`config.mk`:
```
export PLATFORM = sky130hd
export DESIGN_NAME = bpsk_frame_serializer
export DESIGN_NICKNAME = d
export VERILOG_FILES = /design/src/rtl/bpsk_tx_pkg.sv /design/src/rtl/crc8_serial.sv /design/src/rtl/bpsk_frame_serializer.sv
export SDC_FILE = /design/constraint.sdc
export NUM_CORES = 1
export LEC_CHECK = 0
export ABC_AREA = 1
export CORE_ASPECT_RATIO = 0.6
export CORE_MARGIN = 5
export CORE_UTILIZATION = 50
export CTS_BUF_LIST = sky130_fd_sc_hd__clkbuf_16
export DETAILED_ROUTE_END_ITERATION = 6
export DONT_BUFFER_PORTS = 1
export PLACE_DENSITY = 0.68
export SLEW_MARGIN = 0
export SYNTH_ARGS = -nofsm -noshare
export SYNTH_HDL_FRONTEND = slang
export SYNTH_HIERARCHICAL = 1
export SYNTH_SLANG_ARGS = --single-unit
```
`constraint.sdc`:
```
create_clock -name clk -period 1.9 [get_ports clk]
set_input_delay 0.285 -clock clk [delete_from_list [all_inputs] [get_ports clk]]
set_output_delay 0.285 -clock clk [all_outputs]
set_load 0.1 [all_outputs]
```
`src/rtl/bpsk_tx_pkg.sv`:
```
// bpsk_tx_pkg: shared states and constants for the BPSK transmit framing path
package bpsk_tx_pkg;
  typedef enum logic [2:0] {S_IDLE, S_PREAMBLE, S_SYNC, S_PAYLOAD, S_CRC} state_e;
  localparam int BYTE_W = 8;
  localparam logic [7:0] CRC8_POLY = 8'h07;
  localparam logic [15:0] DEFAULT_SYNC_WORD = 16'hD391;
endpackage

```
`src/rtl/crc8_serial.sv`:
```
// crc8_serial: bit-serial CRC-8 (poly 0x07, init 0) with synchronous clear
module crc8_serial
  import bpsk_tx_pkg::*;
(
  input  logic       clk,
  input  logic       rst_n,
  input  logic       clr,
  input  logic       en,
  input  logic       din,
  output logic [7:0] crc
);
  always_ff @(posedge clk) begin
    if (!rst_n || clr) crc <= '0;
    else if (en) crc <= {crc[6:0], 1'b0} ^ ((crc[7] ^ din) ? CRC8_POLY : 8'h00);
  end
endmodule

```
`src/rtl/bpsk_frame_serializer.sv`:
```
// bpsk_frame_serializer: preamble/sync/payload (+CRC-8 when BPSK_FRAME_CRC_EN) serializer, one bit per symbol
module bpsk_frame_serializer
  import bpsk_tx_pkg::*;
#(
  parameter int          SAMPLES_PER_SYMBOL = 20,
  parameter int          PREAMBLE_LEN       = 32,
  parameter logic [15:0] SYNC_WORD          = DEFAULT_SYNC_WORD
) (
  input  logic              clk,
  input  logic              rst_n,
  input  logic [BYTE_W-1:0] s_data,
  input  logic              s_valid,
  input  logic              s_last,
  output logic              s_ready,
  output logic              bit_out,
  output logic              bit_valid,
  output logic              busy,
  output logic              frame_done,
  output logic              underrun_err
);
  localparam int SW = $clog2(SAMPLES_PER_SYMBOL);
  localparam int BW = $clog2(PREAMBLE_LEN > 16 ? PREAMBLE_LEN : 16);
  localparam logic [SW-1:0] SYM_LAST = SW'(SAMPLES_PER_SYMBOL - 1);
  localparam logic [BW-1:0] PRE_LAST = BW'(PREAMBLE_LEN - 1);
  localparam logic [BW-1:0] SYNC_LAST = BW'(15);
  localparam logic [BW-1:0] BYTE_LAST = BW'(BYTE_W - 1);
  state_e state_q, state_d;
  logic [BYTE_W-1:0] hold_q, hold_d, shift_q, shift_d;
  logic hold_full_q, hold_full_d, hold_last_q, hold_last_d, last_acc_q, last_acc_d;
  logic shift_last_q, shift_last_d;
  logic [SW-1:0] sym_q, sym_d;
  logic [BW-1:0] bit_cnt_q, bit_cnt_d;
  logic bit_out_q, bit_out_d, bit_valid_q, bit_valid_d, busy_q, s_ready_q, s_ready_d;
  logic frame_done_q, frame_done_d, underrun_q, underrun_d;
  logic accept, sym_wrap, load, clr;
  logic [3:0] sync_idx;
  logic [7:0] crc;
  assign accept = s_valid && s_ready_q;
  assign sym_wrap = (sym_q == SYM_LAST);
`ifdef BPSK_FRAME_CRC_EN
  crc8_serial u_crc (
    .clk  (clk),
    .rst_n(rst_n),
    .clr  (state_q == S_IDLE),
    .en   (sym_wrap && state_d == S_PAYLOAD),
    .din  (bit_out_d),
    .crc  (crc)
  );
`else
  assign crc = '0;
`endif
  always_comb begin
    state_d = state_q;
    hold_d = hold_q;
    hold_full_d = hold_full_q;
    hold_last_d = hold_last_q;
    last_acc_d = last_acc_q;
    shift_d = shift_q;
    shift_last_d = shift_last_q;
    sym_d = (state_q == S_IDLE || sym_wrap) ? '0 : sym_q + 1'b1;
    bit_cnt_d = bit_cnt_q;
    bit_out_d = bit_out_q;
    bit_valid_d = bit_valid_q;
    frame_done_d = 1'b0;
    underrun_d = 1'b0;
    load = 1'b0;
    clr = 1'b0;
    sync_idx = bit_cnt_q[3:0] + 4'd1;
    case (state_q)
      S_IDLE: if (accept) begin
        state_d = S_PREAMBLE;
        bit_out_d = 1'b1;
        bit_valid_d = 1'b1;
      end
      S_PREAMBLE: if (sym_wrap) begin
        state_d = (bit_cnt_q == PRE_LAST) ? S_SYNC : S_PREAMBLE;
        bit_cnt_d = (bit_cnt_q == PRE_LAST) ? '0 : bit_cnt_q + 1'b1;
        bit_out_d = (bit_cnt_q == PRE_LAST) ? SYNC_WORD[15] : ~bit_out_q;
      end
      S_SYNC: if (sym_wrap) begin
        if (bit_cnt_q == SYNC_LAST) load = 1'b1;
        else begin
          bit_cnt_d = bit_cnt_q + 1'b1;
          bit_out_d = SYNC_WORD[~sync_idx];
        end
      end
      default: if (sym_wrap) begin
        if (bit_cnt_q != BYTE_LAST) begin
          bit_cnt_d = bit_cnt_q + 1'b1;
          shift_d = {shift_q[BYTE_W-2:0], 1'b0};
          bit_out_d = shift_q[BYTE_W-2];
        end else if (state_q == S_PAYLOAD && !shift_last_q) begin
          load = hold_full_q;
          clr = !hold_full_q;
          underrun_d = !hold_full_q;
        end
`ifdef BPSK_FRAME_CRC_EN
        else if (state_q == S_PAYLOAD) begin
          state_d = S_CRC;
          bit_cnt_d = '0;
          shift_d = crc;
          bit_out_d = crc[7];
        end
`endif
        else begin
          frame_done_d = 1'b1;
          clr = 1'b1;
        end
      end
    endcase
    if (load) begin
      state_d = S_PAYLOAD;
      bit_cnt_d = '0;
      shift_d = hold_q;
      shift_last_d = hold_last_q;
      hold_full_d = 1'b0;
      bit_out_d = hold_q[BYTE_W-1];
    end
    if (accept && !clr) begin
      hold_d = s_data;
      hold_full_d = 1'b1;
      hold_last_d = s_last;
      last_acc_d = last_acc_q | s_last;
    end
    if (clr) begin
      state_d = S_IDLE;
      hold_d = '0;
      hold_full_d = 1'b0;
      hold_last_d = 1'b0;
      last_acc_d = 1'b0;
      shift_d = '0;
      shift_last_d = 1'b0;
      sym_d = '0;
      bit_cnt_d = '0;
      bit_out_d = 1'b0;
      bit_valid_d = 1'b0;
    end
    s_ready_d = (state_d == S_IDLE) || (state_d == S_PAYLOAD && !hold_full_d && !last_acc_d);
  end
  always_ff @(posedge clk) begin
    if (!rst_n) begin
      state_q <= S_IDLE;
      hold_q <= '0;
      hold_full_q <= 1'b0;
      hold_last_q <= 1'b0;
      last_acc_q <= 1'b0;
      shift_q <= '0;
      shift_last_q <= 1'b0;
      sym_q <= '0;
      bit_cnt_q <= '0;
      bit_out_q <= 1'b0;
      bit_valid_q <= 1'b0;
      busy_q <= 1'b0;
      s_ready_q <= 1'b0;
      frame_done_q <= 1'b0;
      underrun_q <= 1'b0;
    end else begin
      state_q <= state_d;
      hold_q <= hold_d;
      hold_full_q <= hold_full_d;
      hold_last_q <= hold_last_d;
      last_acc_q <= last_acc_d;
      shift_q <= shift_d;
      shift_last_q <= shift_last_d;
      sym_q <= sym_d;
      bit_cnt_q <= bit_cnt_d;
      bit_out_q <= bit_out_d;
      bit_valid_q <= bit_valid_d;
      busy_q <= (state_d != S_IDLE);
      s_ready_q <= s_ready_d;
      frame_done_q <= frame_done_d;
      underrun_q <= underrun_d;
    end
  end
  assign s_ready = s_ready_q;
  assign bit_out = bit_out_q;
  assign bit_valid = bit_valid_q;
  assign busy = busy_q;
  assign frame_done = frame_done_q;
  assign underrun_err = underrun_q;
endmodule

```
# After elaboration in Yosys (flattened, before gate mapping)
# Memories as Yosys holds them, arrays and structs flattened.
# Cells that the tools add are included.
[op_classes]
add_sub_neg = 3
n_reduce_logical = 31
n_bitwise = 7
n_eq_ne = 14
mux = 43
order_cmp = 1
[op_table]
columns = ["op", "count"]
rows = [
  ["two-way mux 5 bit", 6],
  ["two-way mux 7 bit", 4],
  ["two-way mux 1 bit", 24],
  ["case mux 5 bit (3 select lines)", 1],
  ["two-way mux 3 bit", 4],
  ["inequality test 3 bit, second input constant", 4],
  ["adder 5 x 1 -> 5 bit, second input constant", 2],
  ["equality test 5 bit, second input constant", 2],
  ["equality test 3 x 2 -> 1 bit, second input constant", 3],
  ["nonzero test 3 bit", 3],
  ["OR reduction 3 bit", 3],
  ["OR reduction 7 bit", 1],
  ["zero test 3 bit", 2],
  ["case mux 3 bit (2 select lines)", 1],
  ["AND reduction 6 bit", 1],
  ["OR reduction 6 bit", 1],
  ["equality test 5 x 4 -> 1 bit, second input constant", 1],
  ["logical AND 1 bit", 5],
  ["zero test 1 bit", 5],
  ["< comparator 4 x 5 -> 1 bit, second input constant", 1],
  ["inequality test 5 x 3 -> 1 bit, second input constant", 1],
  ["inverter 1 bit", 5],
  ["nonzero test 5 bit", 1],
  ["adder 4 x 1 -> 4 bit, second input constant", 1],
  ["14 further kinds", 17],
]
[word_totals]
reg_bits = 38
word_cells = 115
output_inout_bits = 6
mem_bits_ro = 16
memories = 1
input_bits = 12
[mem_list]
columns = ["memory", "words", "width", "rd", "rd_clocked_by_memory_dff", "wr", "line", "source"]
rows = [
  ["(no name shown)", 16, 1, 1, 0, 0, "bpsk_frame_serializer.sv:84", "bit_out_d = SYNC_WORD[~sync_idx];"],
]

# Logic depth before layout (Yosys ltp)
# Gate-level depths: netlist (run 1).
[logic_depth]
depth_word = 14
depth_mapped = 14
mapped_depth_nobuf = 14

# Worst setup path before layout (run 1)
# Ideal clock, no wire load.
[synth_path]
kind = "reg2reg"
from = "register s_ready_q (netlist: s_ready)"
to = "register hold_q[3]"
n_path_buf = 2
setup_ns = 0.117
synth_period_minus_slack_ns = 1.821
required_ns = 1.783
path_slack_ns = 0.079
arrival_time_ns = 1.704
stages_incl_launch_ff = 6
cell_sequence = "dfxtp_1 clkbuf_1 nand3_2 buf_6 nor2_1 nor3_2"
[synth_via]
elab_chain_len = 2
[synth_rtl]
columns = ["element", "line", "source"]
rows = [
  ["from (decl)", "bpsk_frame_serializer.sv:33", "logic bit_out_q, bit_out_d, bit_valid_q, bit_valid_d, busy_q, s_ready_q, s_ready_d;"],
  ["from (signal assigned)", "bpsk_frame_serializer.sv:170", "s_ready_q <= s_ready_d;"],
  ["logical AND 1 bit", "bpsk_frame_serializer.sv:38", "assign accept = s_valid && s_ready_q;"],
  ["logical AND 1 bit", "bpsk_frame_serializer.sv:119", "if (accept && !clr) begin"],
  ["to (signal assigned)", "bpsk_frame_serializer.sv:159", "hold_q <= hold_d;"],
  ["to (decl)", "bpsk_frame_serializer.sv:28", "logic [BYTE_W-1:0] hold_q, hold_d, shift_q, shift_d;"],
]
# Every way passes these cells.
# A chain may end at the register's enable or synchronous reset.

# Worst setup path after layout (run 1)
[layout_path]
from = "register bit_cnt_q[1]"
to = "register busy_q (netlist: busy)"
[layout_via]
elab_chain_len = 7
elab_cells_between_ends = 17
classes_between = "eq/ne (3); mux (13); reduce/logical (1)"
[layout_rtl]
columns = ["element", "line", "source"]
rows = [
  ["from (decl)", "bpsk_frame_serializer.sv:32", "logic [BW-1:0] bit_cnt_q, bit_cnt_d;"],
  ["from (signal assigned)", "bpsk_frame_serializer.sv:166", "bit_cnt_q <= bit_cnt_d;"],
  ["equality test 5 bit, or another cell as far along", "bpsk_frame_serializer.sv:76", "state_d = (bit_cnt_q == PRE_LAST) ? S_SYNC : S_PREAMBLE;"],
  ["two-way mux 2 bit, or another cell as far along", "bpsk_frame_serializer.sv:76", ""],
  ["two-way mux 3 bit, or another cell as far along", "bpsk_frame_serializer.sv:75", "S_PREAMBLE: if (sym_wrap) begin"],
  ["case mux 3 bit (2 select lines) / case mux 1 bit (2 select lines) (equally long branches)", "bpsk_frame_serializer.sv:69", "case (state_q)"],
  ["two-way mux 3 bit", "bpsk_frame_serializer.sv:111", "if (load) begin"],
  ["two-way mux 3 bit *", "bpsk_frame_serializer.sv:125", "if (clr) begin"],
  ["nonzero test 3 bit *", "bpsk_frame_serializer.sv:169", "busy_q <= (state_d != S_IDLE);"],
  ["to (signal assigned)", "bpsk_frame_serializer.sv:169", ""],
  ["to (decl)", "bpsk_frame_serializer.sv:33", ""],
]
# Every way passes the cells marked *; elsewhere a longest branch is shown, timed or not.

==> impl_table.tex, run 1 <==
\begin{tabular}{lr}
\hline
Metric & Value \\
\hline
\multicolumn{2}{l}{\textbf{Timing}} \\
\quad Max Fclk & 562.7 MHz \\
\quad Slew margin rel. & 73.80\% \\
\quad Fin Hold WS & 119.5 ps \\
\quad Final period demand of the worst path & 1777 ps \\
\quad Pin slew with the least headroom to its limit & 392.5 ps \\
\quad Worst setup skew after layout & 4.802 ps \\
\quad Number of setup violations in the final report & 0 \\
\quad Total count of max-transition violations in the final report & 0 \\
\quad Portion of the clock cycle consumed by the worst path in the final layout & 93.53\% \\
\quad Count of final hold-check violations & 0 \\
\quad Final critical-path setup slack & 123.0 ps \\
\multicolumn{2}{l}{\textbf{GRT}} \\
\quad Pin count of the biggest net entering global routing & 15 \\
\quad Initial antenna violation count & 0 \\
\quad All-layer global routing usage & 16.42\% \\
\quad Grt total ovfl & 0 \\
\quad First-pass GRT wire length & 6879 um \\
\quad Via count of the first global-routing pass & 1,416 \\
\multicolumn{2}{l}{\textbf{Setup path}} \\
\quad Most used cell, CP & nand2\_1 \\
\quad Category of the most critical setup path & reg -> reg \\
\quad Largest stage delay on the critical path & 350 ps \\
\quad Arr. time, crit path & 1950 ps \\
\quad Top Family by Delay on Critical Path & simple AND/OR/NAND/NOR gates \\
\quad Sequence of cells on the critical path & ha\_2 -> nand2\_2 -> nor2\_4 -> ha\_1 -> inv\_1 -> nor3\_2 -> nand2\_1 -> a21oi\_1 -> nand2\_1 -> nand2\_2 -> nand3\_2 -> nand2\_1 -> inv\_1 \\
\quad Capturing element type of the critical path & flop \\
\quad Maximum fanout count along the critical path & 3 \\
\quad Worst setup SP type & flop \\
\quad Worst path slowest cell & dfxtp\_1 \\
\quad Req. time, crit path & 2080 ps \\
\quad Count of buffer and inverter cells on the critical path & 2 \\
\multicolumn{2}{l}{\textbf{Final layout}} \\
\quad Share of cells above drive strength 1 & 22.63\% \\
\quad Final layout net count & 293 \\
\quad Final antenna diode count & 0 \\
\quad Cell area after layout & 2248 um2 \\
\quad Synth-to-Final Area Change & 16.39\% \\
\quad Share of the core filled with cells & 60.75\% \\
\multicolumn{2}{l}{\textbf{Die}} \\
\quad Die Y-Extent & 58.15 um \\
\quad Site row count & 17 \\
\quad Width of the die & 90.25 um \\
\quad I/O pin count & 18 \\
\quad Core Box Area & 3701 um2 \\
\quad Die footprint & 5248 um2 \\
\quad Starting density of the core & 52.20\% \\
\multicolumn{2}{l}{\textbf{Placement}} \\
\quad Last weighted congestion value of the routability-driven placer & 0.8656 \\
\quad Count of buffers from port buffering & 0 \\
\quad Pre-CTS worst setup slack & 33.33 ps \\
\quad HPWL reported at the end of detailed placement & 3088 um \\
\quad Cell area after placement & 2028 um2 \\
\multicolumn{2}{l}{\textbf{Synthesis}} \\
\quad Yosys warnings & 6 \\
\quad Avg Synthesized Cell Area & 7.459 um2 \\
\quad Count of mapped cells out of synthesis & 259 \\
\quad Count of different cell masters after synthesis & 34 \\
\quad Share of the yosys chip area belonging to registers & 39.38\% \\
\quad Register bit count reported by yosys & 38 \\
\quad Combined area of all synthesized cells & 1932 um2 \\
\quad Post-synthesis net count & 278 \\
\multicolumn{2}{l}{\textbf{Power}} \\
\quad Leak pwr & 0.9572 nW \\
\quad Maximum resistive drop on vdd & 655.2 uV \\
\quad Power density cells & 862.8 nW/um2 \\
\multicolumn{2}{l}{\textbf{CTS}} \\
\quad Clk buf depth & 2 \\
\quad Reg clk slew, reported paths & 60 ps \\
\quad Clock tree from TritonCTS & yes \\
\quad Number of CTS-inserted buffers & 5 \\
\quad Number of sinks handled by clock tree synthesis & 38 \\
\quad Cell chosen for the clock root & clkbuf\_16 \\
\quad Htree depth & 2 \\
\quad Clock latency on the worst-skew pair & 280 ps \\
\multicolumn{2}{l}{\textbf{Routing}} \\
\quad Final routed wire length divided by cell count & 13.60 um \\
\quad Via-per-instance ratio & 5.159 \\
\quad Aggregate routed wire length & 4364 um \\
\quad Starting DRC count in detailed routing & 158 \\
\quad Number of iterations in the first detailed-routing pass & 4 \\
\quad DRC violation count after routing & 0 \\
\quad Via count & 1,656 \\
\quad Count of antenna-violating nets left after detailed routing & 0 \\
\multicolumn{2}{l}{\textbf{Run}} \\
\quad \# Max-Cap Violations & 0 \\
\multicolumn{2}{l}{\textbf{Min path}} \\
\quad Worst hold-check path type & in -> reg \\
\multicolumn{2}{l}{\textbf{Outcome}} \\
\quad Result of the run & finished, final reports clean \\
\hline
\end{tabular}
==> path summary, 6_finish.rpt <==
path / slack, ps / end / cells after the start / from
worst max-delay path: 120 / busy / 13 / bit_cnt_q[1]
worst min register to register: 450 / sym_q[0] / 1 / sym_q[0]
worst max register to register: 120 / busy / 13 / bit_cnt_q[1]
worst min-delay path: 120 / busy / 2 / rst_n
==> placed cells by master (no fill, tap or decap), types with 2 or more instances in the layout <==
master,n
a211oi_1,2
a21oi_1,21
a31oi_1,4
buf_4,13
clkbuf_16,5
clkinv_1,2
dfxtp_1,37
ha_1,5
ha_2,2
inv_1,22
inv_2,6
inv_4,2
nand2_1,54
nand2_2,6
nand2_4,2
nand3_1,17
nand3_2,2
nand4_1,2
nor2_1,30
nor2_2,4
nor2_4,4
nor2_8,2
nor3_1,4
nor3_2,5
o21ai_0,5
o31ai_1,2
or2_2,3
xor2_1,2
==> power by group <==
group / leakage (nW) / internal, mW / switching (mW)
Sequential: 0.309 / 0.825 / 0.0224
Combinational: 0.571 / 0.0494 / 0.127
Clock: 0.0773 / 0.607 / 0.309
==> cell usage after synthesis <==
cell	instances	share of area (%)
a21oi_1	21	5.4
xor2_1	2	0.91
buf_4	1	0.39
nor3_2	4	2.1
o21ai_2	1	0.45
nor2_8	2	2.1
a21oi_2	1	0.45
nor2_4	3	1.7
nor2_2	3	0.97
ha_1	7	4.5
nand3_2	2	1.0
nand4_1	2	0.65
nand2_1	56	11
clkinv_1	1	0.19
nand2_4	2	1.2
nor2_1	32	6.2
o21a_1	1	0.39
nor3_1	5	1.3
o31ai_1	2	0.78
a21o_2	1	0.45
clkbuf_1	2	0.39
nand2_2	4	1.3
or2_0	1	0.32
nand3_1	18	4.7
inv_2	5	0.97
o21ai_0	5	1.3
inv_4	2	0.65
buf_6	2	1.2
inv_1	23	4.5
o21ai_1	1	0.26
or2_2	3	0.97
a211oi_1	2	0.78
a31oi_1	4	1.3
dfxtp_1	38	39
==> timing repair <==
item / CTS / global route
hold endpoints to repair: 0 / 0
pin swaps: 0 / 3
hold buffers: 0 / 0
setup buffers: 0 / 3
resized for setup: 1 / 11
setup endpoints to repair: 2 / 12
==> final cells by class <==
type	instances	area (um2)
clock buffers	5	125.1
clock inverters	2	33.78
fillers	327	1453
inverters	31	121.4
multi-input cells	185	1050
flip-flops and latches	38	762.0
well taps	47	58.81
repair buffers	13	97.59
==> metal layers <==
metal | wire length [um] | global-route usage (%) | share of wire [%] | up-vias
met4 | 46 | 5.520 | 1.1 | 0
li1 | - | - | - | 864
met5 | 0 | 0 | 0 | -
met1 | 2237 | 26.36 | 51 | 724
met2 | 1693 | 20.21 | 39 | 62
met3 | 385 | 4.280 | 8.8 | 6
==> cell families after synthesis <==
kind of cell | share of synthesized area (%)
AND/OR/NAND/NOR | 35.36
XOR/XNOR | 0.9069
adder cells (fa/ha/maj) | 4.533
flip-flops | 39.38
buffers and inverters | 8.225
AO/OA/AOI/OAI | 11.59
==> registers in the layout, indices dropped and copies added (netlist names) <==
| name | cells |
|---|---|
| underrun_err | 1 |
| busy | 1 |
| shift_q | 7 |
| shift_last_q | 1 |
| sym_q | 5 |
| bit_cnt_q | 5 |
| hold_q | 8 |
| bit_out | 1 |
| state_q | 3 |
| last_acc_q | 1 |
| s_ready | 1 |
| frame_done | 1 |
| hold_last_q | 1 |
| bit_valid | 1 |
| hold_full_q | 1 |
==> through the flow <==
stage               instances  TNS (ps)  power [mW]
finish                    321         0       1.940
global route              321    -28.36       2.007
CTS                       318         0       1.946
floorplan                 259         0       1.007
detailed placement        311         0       1.035
global placement          311         0       1.034
Note: power is estimated with default switching activity, not from simulation.
==> inputs of run 2 (changes only) <==
CTS_BUF_LIST = sky130_fd_sc_hd__clkbuf_8   (was sky130_fd_sc_hd__clkbuf_16)
==> impl_table.tex, run 2 (synthesized netlist as in run 1, its figures left out) <==
\begin{tabular}{lr}
\hline
Metric & Value \\
\hline
\multicolumn{2}{l}{\textbf{Outcome}} \\
\quad Result of the run & finished, final reports clean \\
\multicolumn{2}{l}{\textbf{Setup path}} \\
\quad Sequence of cells on the critical path & ha\_2 -> nand2\_2 -> inv\_1 -> nand2\_1 -> inv\_2 -> nand2\_2 -> nor2\_8 -> inv\_4 -> nand3\_4 -> nand2\_1 -> nor2\_1 -> nand2\_1 -> a21oi\_2 \\
\quad Worst path slowest cell & dfxtp\_1 \\
\quad Category of the most critical setup path & reg -> reg \\
\quad Capturing element type of the critical path & flop \\
\quad Maximum fanout count along the critical path & 7 (+4) \\
\quad Worst setup SP type & flop \\
\quad Req. time, crit path & 2120 ps (+40 ps) \\
\quad Largest stage delay on the critical path & 350 ps (about the same) \\
\quad Reg-to-reg critical path startpoint & bit\_cnt\_q[1] \\
\quad Crit. Startpoint & bit\_cnt\_q[1] \\
\quad Most used cell, CP & nand2\_1 \\
\quad Arr. time, crit path & 2010 ps (+60 ps) \\
\multicolumn{2}{l}{\textbf{Final layout}} \\
\quad Share of the core filled with cells & 59.23\% (-1.5 points) \\
\quad Area used by multi-input combinational logic & 1047 um2 (-0.24\%) \\
\quad Register containing the most flip-flops in the final layout & hold\_q \\
\quad Share of cells above drive strength 1 & 22.34\% (-0.28 points) \\
\quad Final layout net count & 292 (-0.34\%) \\
\quad Commonest cells after routing, fill and taps aside & 54 x nand2\_1, 37 x dfxtp\_1, 31 x nor2\_1 \\
\quad Number of fill cells in the layout & 336 (+2.8\%) \\
\quad Most common library cell in the layout ignoring fill and taps & nand2\_1 \\
\quad Final antenna diode count & 0 (unchanged) \\
\quad Top Registers & hold\_q x8, shift\_q x7 \\
\quad Seq. cell area & 762.0 um2 (unchanged) \\
\quad Max FFs per register & 8 (unchanged) \\
\quad Synth-to-Final Area Change & 13.47\% \\
\multicolumn{2}{l}{\textbf{GRT}} \\
\quad Top Usage Layer GRT & met1 \\
\quad Initial antenna violation count & 0 (unchanged) \\
\quad Met3 layer usage reported by global route & 4.280\% (unchanged) \\
\quad Grt total ovfl & 0 (unchanged) \\
\quad Via count of the first global-routing pass & 1,419 (+0.21\%) \\
\quad Met1 track demand over resource in global routing & 25.83\% (-0.53 points) \\
\quad Pin count of the biggest net entering global routing & 15 (unchanged) \\
\quad Fraction of met2 tracks used by global routing & 21.15\% (+0.94 points) \\
\quad First-pass GRT wire length & 6865 um (-0.20\%) \\
\quad All-layer global routing usage & 16.26\% (-0.16 points) \\
\multicolumn{2}{l}{\textbf{Power}} \\
\quad Power density cells & 785.7 nW/um2 (-8.9\%) \\
\quad Final total power & 1.722 mW (-11\%) \\
\quad Leak pwr & 0.9318 nW (-2.7\%) \\
\quad Maximum resistive drop on vdd & 504.4 uV (-23\%) \\
\multicolumn{2}{l}{\textbf{Die}} \\
\quad Core Box Area & 3701 um2 (unchanged) \\
\quad I/O pin count & 18 (unchanged) \\
\quad Width of the die & 90.25 um (unchanged) \\
\quad Site row count & 17 (unchanged) \\
\quad Starting density of the core & 52.20\% (unchanged) \\
\quad Die footprint & 5248 um2 (unchanged) \\
\quad Die Y-Extent & 58.15 um (unchanged) \\
\multicolumn{2}{l}{\textbf{Routing}} \\
\quad Count of antenna-violating nets left after detailed routing & 0 (unchanged) \\
\quad Aggregate routed wire length & 4217 um (-3.4\%) \\
\quad Via-per-instance ratio & 5.116 (-0.84\%) \\
\quad Via count & 1,637 (-1.1\%) \\
\quad Number of iterations in the first detailed-routing pass & 4 (unchanged) \\
\quad Final routed wire length divided by cell count & 13.18 um (-3.1\%) \\
\quad DRC violation count after routing & 0 (unchanged) \\
\quad Starting DRC count in detailed routing & 112 (-29\%) \\
\multicolumn{2}{l}{\textbf{Run}} \\
\quad \# Max-Cap Violations & 0 (unchanged) \\
\multicolumn{2}{l}{\textbf{Timing}} \\
\quad Final period demand of the worst path & 1783 ps (+6.029 ps) \\
\quad Number of setup violations in the final report & 0 (unchanged) \\
\quad Worst setup skew after layout & 7.126 ps (+2.325 ps) \\
\quad Count of final hold-check violations & 0 (unchanged) \\
\quad Pin slew with the least headroom to its limit & 385.9 ps (-6.604 ps) \\
\quad Slew margin rel. & 74.24\% (+0.44 points) \\
\quad Total count of max-transition violations in the final report & 0 (unchanged) \\
\quad Portion of the clock cycle consumed by the worst path in the final layout & 93.84\% (+0.32 points) \\
\quad Max Fclk & 560.8 MHz (-0.34\%) \\
\multicolumn{2}{l}{\textbf{CTS}} \\
\quad Number of CTS-inserted buffers & 5 (unchanged) \\
\quad Number of sinks handled by clock tree synthesis & 38 (unchanged) \\
\quad Htree depth & 2 (unchanged) \\
\quad Reg clk slew, reported paths & 80 ps (+20 ps) \\
\quad Clock latency on the worst-skew pair & 290 ps (about the same) \\
\quad Total of hold buffers inserted after clock tree synthesis & 0 (unchanged) \\
\quad Cell chosen for the clock root & clkbuf\_8 \\
\quad Clock tree from TritonCTS & yes \\
\quad Clk buf depth & 2 (unchanged) \\
\multicolumn{2}{l}{\textbf{Min path}} \\
\quad Worst hold-check path type & in -> reg \\
\quad Hold path start & rst\_n \\
\multicolumn{2}{l}{\textbf{Placement}} \\
\quad Count of buffers from port buffering & 0 (unchanged) \\
\quad HPWL reported at the end of detailed placement & 3088 um (unchanged) \\
\quad Last weighted congestion value of the routability-driven placer & 0.8656 (unchanged) \\
\hline
\end{tabular}
==> run 2: timing repair <==
action / in CTS / in global routing
buffers inserted: 0 / 2
setup endpoints to repair: 0 / 18
resized for setup: 0 / 11
==> run 2: cell type report <==
class                   instances  share of cell area (%)
well taps                      47                   2.683
clock buffers                   6                   3.767
flip-flops and latches         38                   34.76
repair buffers                 12                   4.110
clock inverters                 1                   1.370
inverters                      31                   5.537
multi-input cells             185                   47.77
==> run 2: layer usage <==
metal	up-vias	part of all wire (%)
li1	859	-
met3	5	8.0
met2	59	38
met5	-	0
met1	714	53
met4	0	0.81
==> run 2: final timing paths <==
| kind | slack, ps | to | depth (start not counted) |
|---|---|---|---|
| worst max-delay path | 120 | s_ready | 13 |
| worst min-delay path | 110 | busy | 2 |
| worst max register to register | 120 | s_ready | 13 |
| worst min register to register | 450 | sym_q[0] | 1 |
==> run 2: power breakdown <==
part | total [mW] | internal [mW] | switching (mW) | leakage, nW
combinational | 0.175 | 0.0495 | 0.126 | 0.565
sequential | 0.846 | 0.824 | 0.0222 | 0.309
clock | 0.701 | 0.420 | 0.281 | 0.0573
==> run 2: critical path, delay by kind of cell, from the launching register on <==
kind	cells	cell delay, ps
fa+ha+maj	1	200
buf+inv	3	290
compound gates	1	110
simple gates	8	770
flops	1	350
==> run 2: per-stage QoR <==
| step | worst slack (ps) | setup TNS, ps | std cells | area (um2) | hold slack (ps) |
|---|---|---|---|---|---|
| floorplan | 78.58 | 0 | 259 | 1932 | 382.6 |
| global placement | 123.2 | 0 | 311 | 2028 | 389.0 |
| detailed placement | 33.33 | 0 | 311 | 2028 | 392.1 |
| CTS | 9.056 | 0 | 318 | 2141 | 100.9 |
| global route | -2.427 | -2.427 | 320 | 2192 | 112.9 |
| finish | 117.0 | 0 | 320 | 2192 | 106.0 |
==> inputs of run 3 (changes only) <==
DONT_BUFFER_PORTS = not set   (was 1)
PLACE_DENSITY = 0.71   (was 0.68)
clock period = 2.07 ns   (was 1.9 ns; I/O delays follow)
==> impl_table.tex, run 3 (synthesized netlist as in run 1, its figures left out) <==
\begin{tabular}{lr}
\hline
Metric & Value \\
\hline
\multicolumn{2}{l}{\textbf{Outcome}} \\
\quad Result of the run & finished, final reports clean \\
\multicolumn{2}{l}{\textbf{Routing}} \\
\quad DRC violation count after routing & 0 (unchanged) \\
\quad Number of iterations in the first detailed-routing pass & 5 (+1) \\
\quad Via count & 1,664 (+1.6\%) \\
\quad Count of antenna-violating nets left after detailed routing & 0 (unchanged) \\
\quad Final routed wire length divided by cell count & 12.23 um (-7.2\%) \\
\quad Starting DRC count in detailed routing & 142 (+27\%) \\
\quad Via-per-instance ratio & 5.058 (-1.1\%) \\
\quad Aggregate routed wire length & 4023 um (-4.6\%) \\
\multicolumn{2}{l}{\textbf{Timing}} \\
\quad Max Fclk & 536.3 MHz (-4.4\%) \\
\quad Fin Hold WS & 453.3 ps (+347.3 ps) \\
\quad Worst setup skew after layout & 2.094 ps (-5.032 ps) \\
\quad Total count of max-transition violations in the final report & 0 (unchanged) \\
\quad Final period demand of the worst path & 1865 ps (+81.50 ps) \\
\quad RSZ-0062 raised after global routing & false \\
\quad Slew margin rel. & 74.06\% (-0.18 points) \\
\quad Number of setup violations in the final report & 0 (unchanged) \\
\quad Count of final hold-check violations & 0 (unchanged) \\
\quad Portion of the clock cycle consumed by the worst path in the final layout & 90.07\% (-3.8 points) \\
\quad Final critical-path setup slack & 205.5 ps (+88.50 ps) \\
\quad Summed negative setup slack over all endpoints & 0 ps (unchanged) \\
\quad Pin slew with the least headroom to its limit & 388.6 ps (+2.742 ps) \\
\multicolumn{2}{l}{\textbf{GRT}} \\
\quad Initial antenna violation count & 0 (unchanged) \\
\quad Pin count of the biggest net entering global routing & 15 (unchanged) \\
\quad First-pass GRT wire length & 6831 um (-0.50\%) \\
\quad Via count of the first global-routing pass & 1,396 (-1.6\%) \\
\quad All-layer global routing usage & 16.35\% (+0.093 points) \\
\quad Grt total ovfl & 0 (unchanged) \\
\multicolumn{2}{l}{\textbf{Final layout}} \\
\quad Max FFs per register & 8 (unchanged) \\
\quad Commonest cells after routing, fill and taps aside & 56 x nand2\_1, 36 x dfxtp\_1, 31 x nor2\_1 \\
\quad Cell area after layout & 2243 um2 (+2.3\%) \\
\quad Top Registers & hold\_q x8, shift\_q x7 \\
\quad Final layout net count & 300 (+2.7\%) \\
\quad Share of the core filled with cells & 60.62\% (+1.4 points) \\
\quad Synth-to-Final Area Change & 16.13\% \\
\quad Register containing the most flip-flops in the final layout & hold\_q \\
\quad Most common library cell in the layout ignoring fill and taps & nand2\_1 \\
\quad Share of cells above drive strength 1 & 18.79\% (-3.5 points) \\
\quad Final antenna diode count & 0 (unchanged) \\
\multicolumn{2}{l}{\textbf{Setup path}} \\
\quad Req. time, crit path & 2310 ps (+190 ps) \\
\quad Endpoint of the worst-slack reg-to-reg timing path & s\_ready \\
\quad Worst setup SP type & flop \\
\quad Maximum fanout count along the critical path & 11 (+4) \\
\quad Worst path slowest cell & dfxtp\_1 \\
\quad Largest stage delay on the critical path & 360 ps (about the same) \\
\quad Sequence of cells on the critical path & ha\_1 -> nand2\_1 -> nor2\_4 -> nand2\_2 -> nor2\_8 -> inv\_4 -> nand3\_2 -> nand2\_1 -> nor2\_1 -> nand2\_1 -> a21oi\_2 \\
\quad Reg-to-reg critical path startpoint & sym\_q[0] \\
\quad Capturing element type of the critical path & flop \\
\quad Worst setup slack for register-to-register paths & 210 ps (+90 ps) \\
\quad Arr. time, crit path & 2100 ps (+90 ps) \\
\quad Most used cell, CP & nand2\_1 \\
\quad Category of the most critical setup path & reg -> reg \\
\quad Logic depth of the worst register-to-register path & 11 (-2) \\
\multicolumn{2}{l}{\textbf{CTS}} \\
\quad Reg clk slew, reported paths & 70 ps (about the same) \\
\quad Clock latency on the worst-skew pair & 300 ps (about the same) \\
\quad Number of sinks handled by clock tree synthesis & 38 (unchanged) \\
\quad Clk buf depth & 2 (unchanged) \\
\quad Post-cts sizing count & 0 (unchanged) \\
\quad Htree depth & 2 (unchanged) \\
\quad Buffers inserted by post-CTS timing repair & 0 (unchanged) \\
\quad Total of hold buffers inserted after clock tree synthesis & 0 (unchanged) \\
\quad Number of CTS-inserted buffers & 5 (unchanged) \\
\quad Clock tree from TritonCTS & yes \\
\quad Cell chosen for the clock root & clkbuf\_8 \\
\multicolumn{2}{l}{\textbf{Placement}} \\
\quad Pre-CTS worst setup slack & 107.3 ps (+74.01 ps) \\
\quad Last weighted congestion value of the routability-driven placer & 0.8682 (+0.30\%) \\
\quad HPWL reported at the end of detailed placement & 3123 um (+1.1\%) \\
\quad Cell area after placement & 2143 um2 (+5.7\%) \\
\quad Count of buffers from port buffering & 17 (+17) \\
\multicolumn{2}{l}{\textbf{Die}} \\
\quad Starting density of the core & 52.20\% (unchanged) \\
\quad Die Y-Extent & 58.15 um (unchanged) \\
\quad Width of the die & 90.25 um (unchanged) \\
\quad Site row count & 17 (unchanged) \\
\quad Die footprint & 5248 um2 (unchanged) \\
\quad Core Box Area & 3701 um2 (unchanged) \\
\quad I/O pin count & 18 (unchanged) \\
\multicolumn{2}{l}{\textbf{Power}} \\
\quad Leak pwr & 0.9498 nW (+1.9\%) \\
\quad Power density cells & 673.3 nW/um2 (-14\%) \\
\quad Maximum resistive drop on vdd & 356.2 uV (-29\%) \\
\multicolumn{2}{l}{\textbf{Min path}} \\
\quad Hold-critical path endpoint & sym\_q[0] \\
\quad Worst hold path depth & 1 (-1) \\
\quad Worst hold-check path type & reg -> reg \\
\quad Hold path start & sym\_q[0] \\
\multicolumn{2}{l}{\textbf{Run}} \\
\quad \# Max-Cap Violations & 0 (unchanged) \\
\hline
\end{tabular}
## run 3: cell count changes in the layout (fill, tap and decap cells not counted), sizes merged
cell           previous run  this run
bufinv                    1         0
clkinv                    1         2
clkdlybuf4s50             0        11
buf                      12         9
clkinvlp                  0         1
## run 3: layer usage
metal  global-route usage (%)  vias up  share of wire [%]
li1                         -      881                  -
met1                    26.61      731                 57
met2                    18.02       42                 34
met3                    4.929       10                7.1
met4                    7.643        0                1.7
met5                        0        -                  0
## run 3: per-stage QoR
step / cells / total power [mW]
2_1_floorplan: 259 / 0.9239
5_1_grt: 329 / 1.580
3_5_place_dp: 321 / 0.9861
6_report: 329 / 1.510
4_1_cts: 329 / 1.528
3_3_place_gp: 321 / 0.9864
## run 3: worst max-delay path by stage
| stage | startpoint | end | slack (ps) |
|---|---|---|---|
| after floorplan | s_ready | hold_q[3] | 250 |
| after global placement | bit_cnt_q[0] | busy | 200 |
| after detailed placement | bit_cnt_q[0] | busy | 110 |
| after CTS | bit_cnt_q[0] | busy | 100 |
| after global routing | bit_cnt_q[0] | busy | 20 |
| final | sym_q[0] | s_ready | 210 |
## run 3: critical path: cells and delay by family, from the launching register on
family                   cells  cell delay (ps)
adder cells (fa/ha/maj)      1              220
flip-flops                   1              360
buffers and inverters        1               70
AO/OA/AOI/OAI                1              100
AND/OR/NAND/NOR              8             1060
## run 3: cell type report
| type | count | area (um2) |
|---|---|---|
| clock buffer | 6 | 82.58 |
| clock inverter | 2 | 12.51 |
| fill | 356 | 1458 |
| inverter | 31 | 121.4 |
| multi-input combinational | 185 | 1015 |
| sequential | 38 | 763.2 |
| tap | 47 | 58.81 |
| timing repair buffer | 20 | 190.2 |
## run 3: power by group
part / switching (mW) / internal, mW / leakage [nW]
clock network: 0.272 / 0.268 / 0.0472
logic: 0.126 / 0.0704 / 0.593
registers: 0.0186 / 0.756 / 0.310
total: 0.416 / 1.09 / 0.950
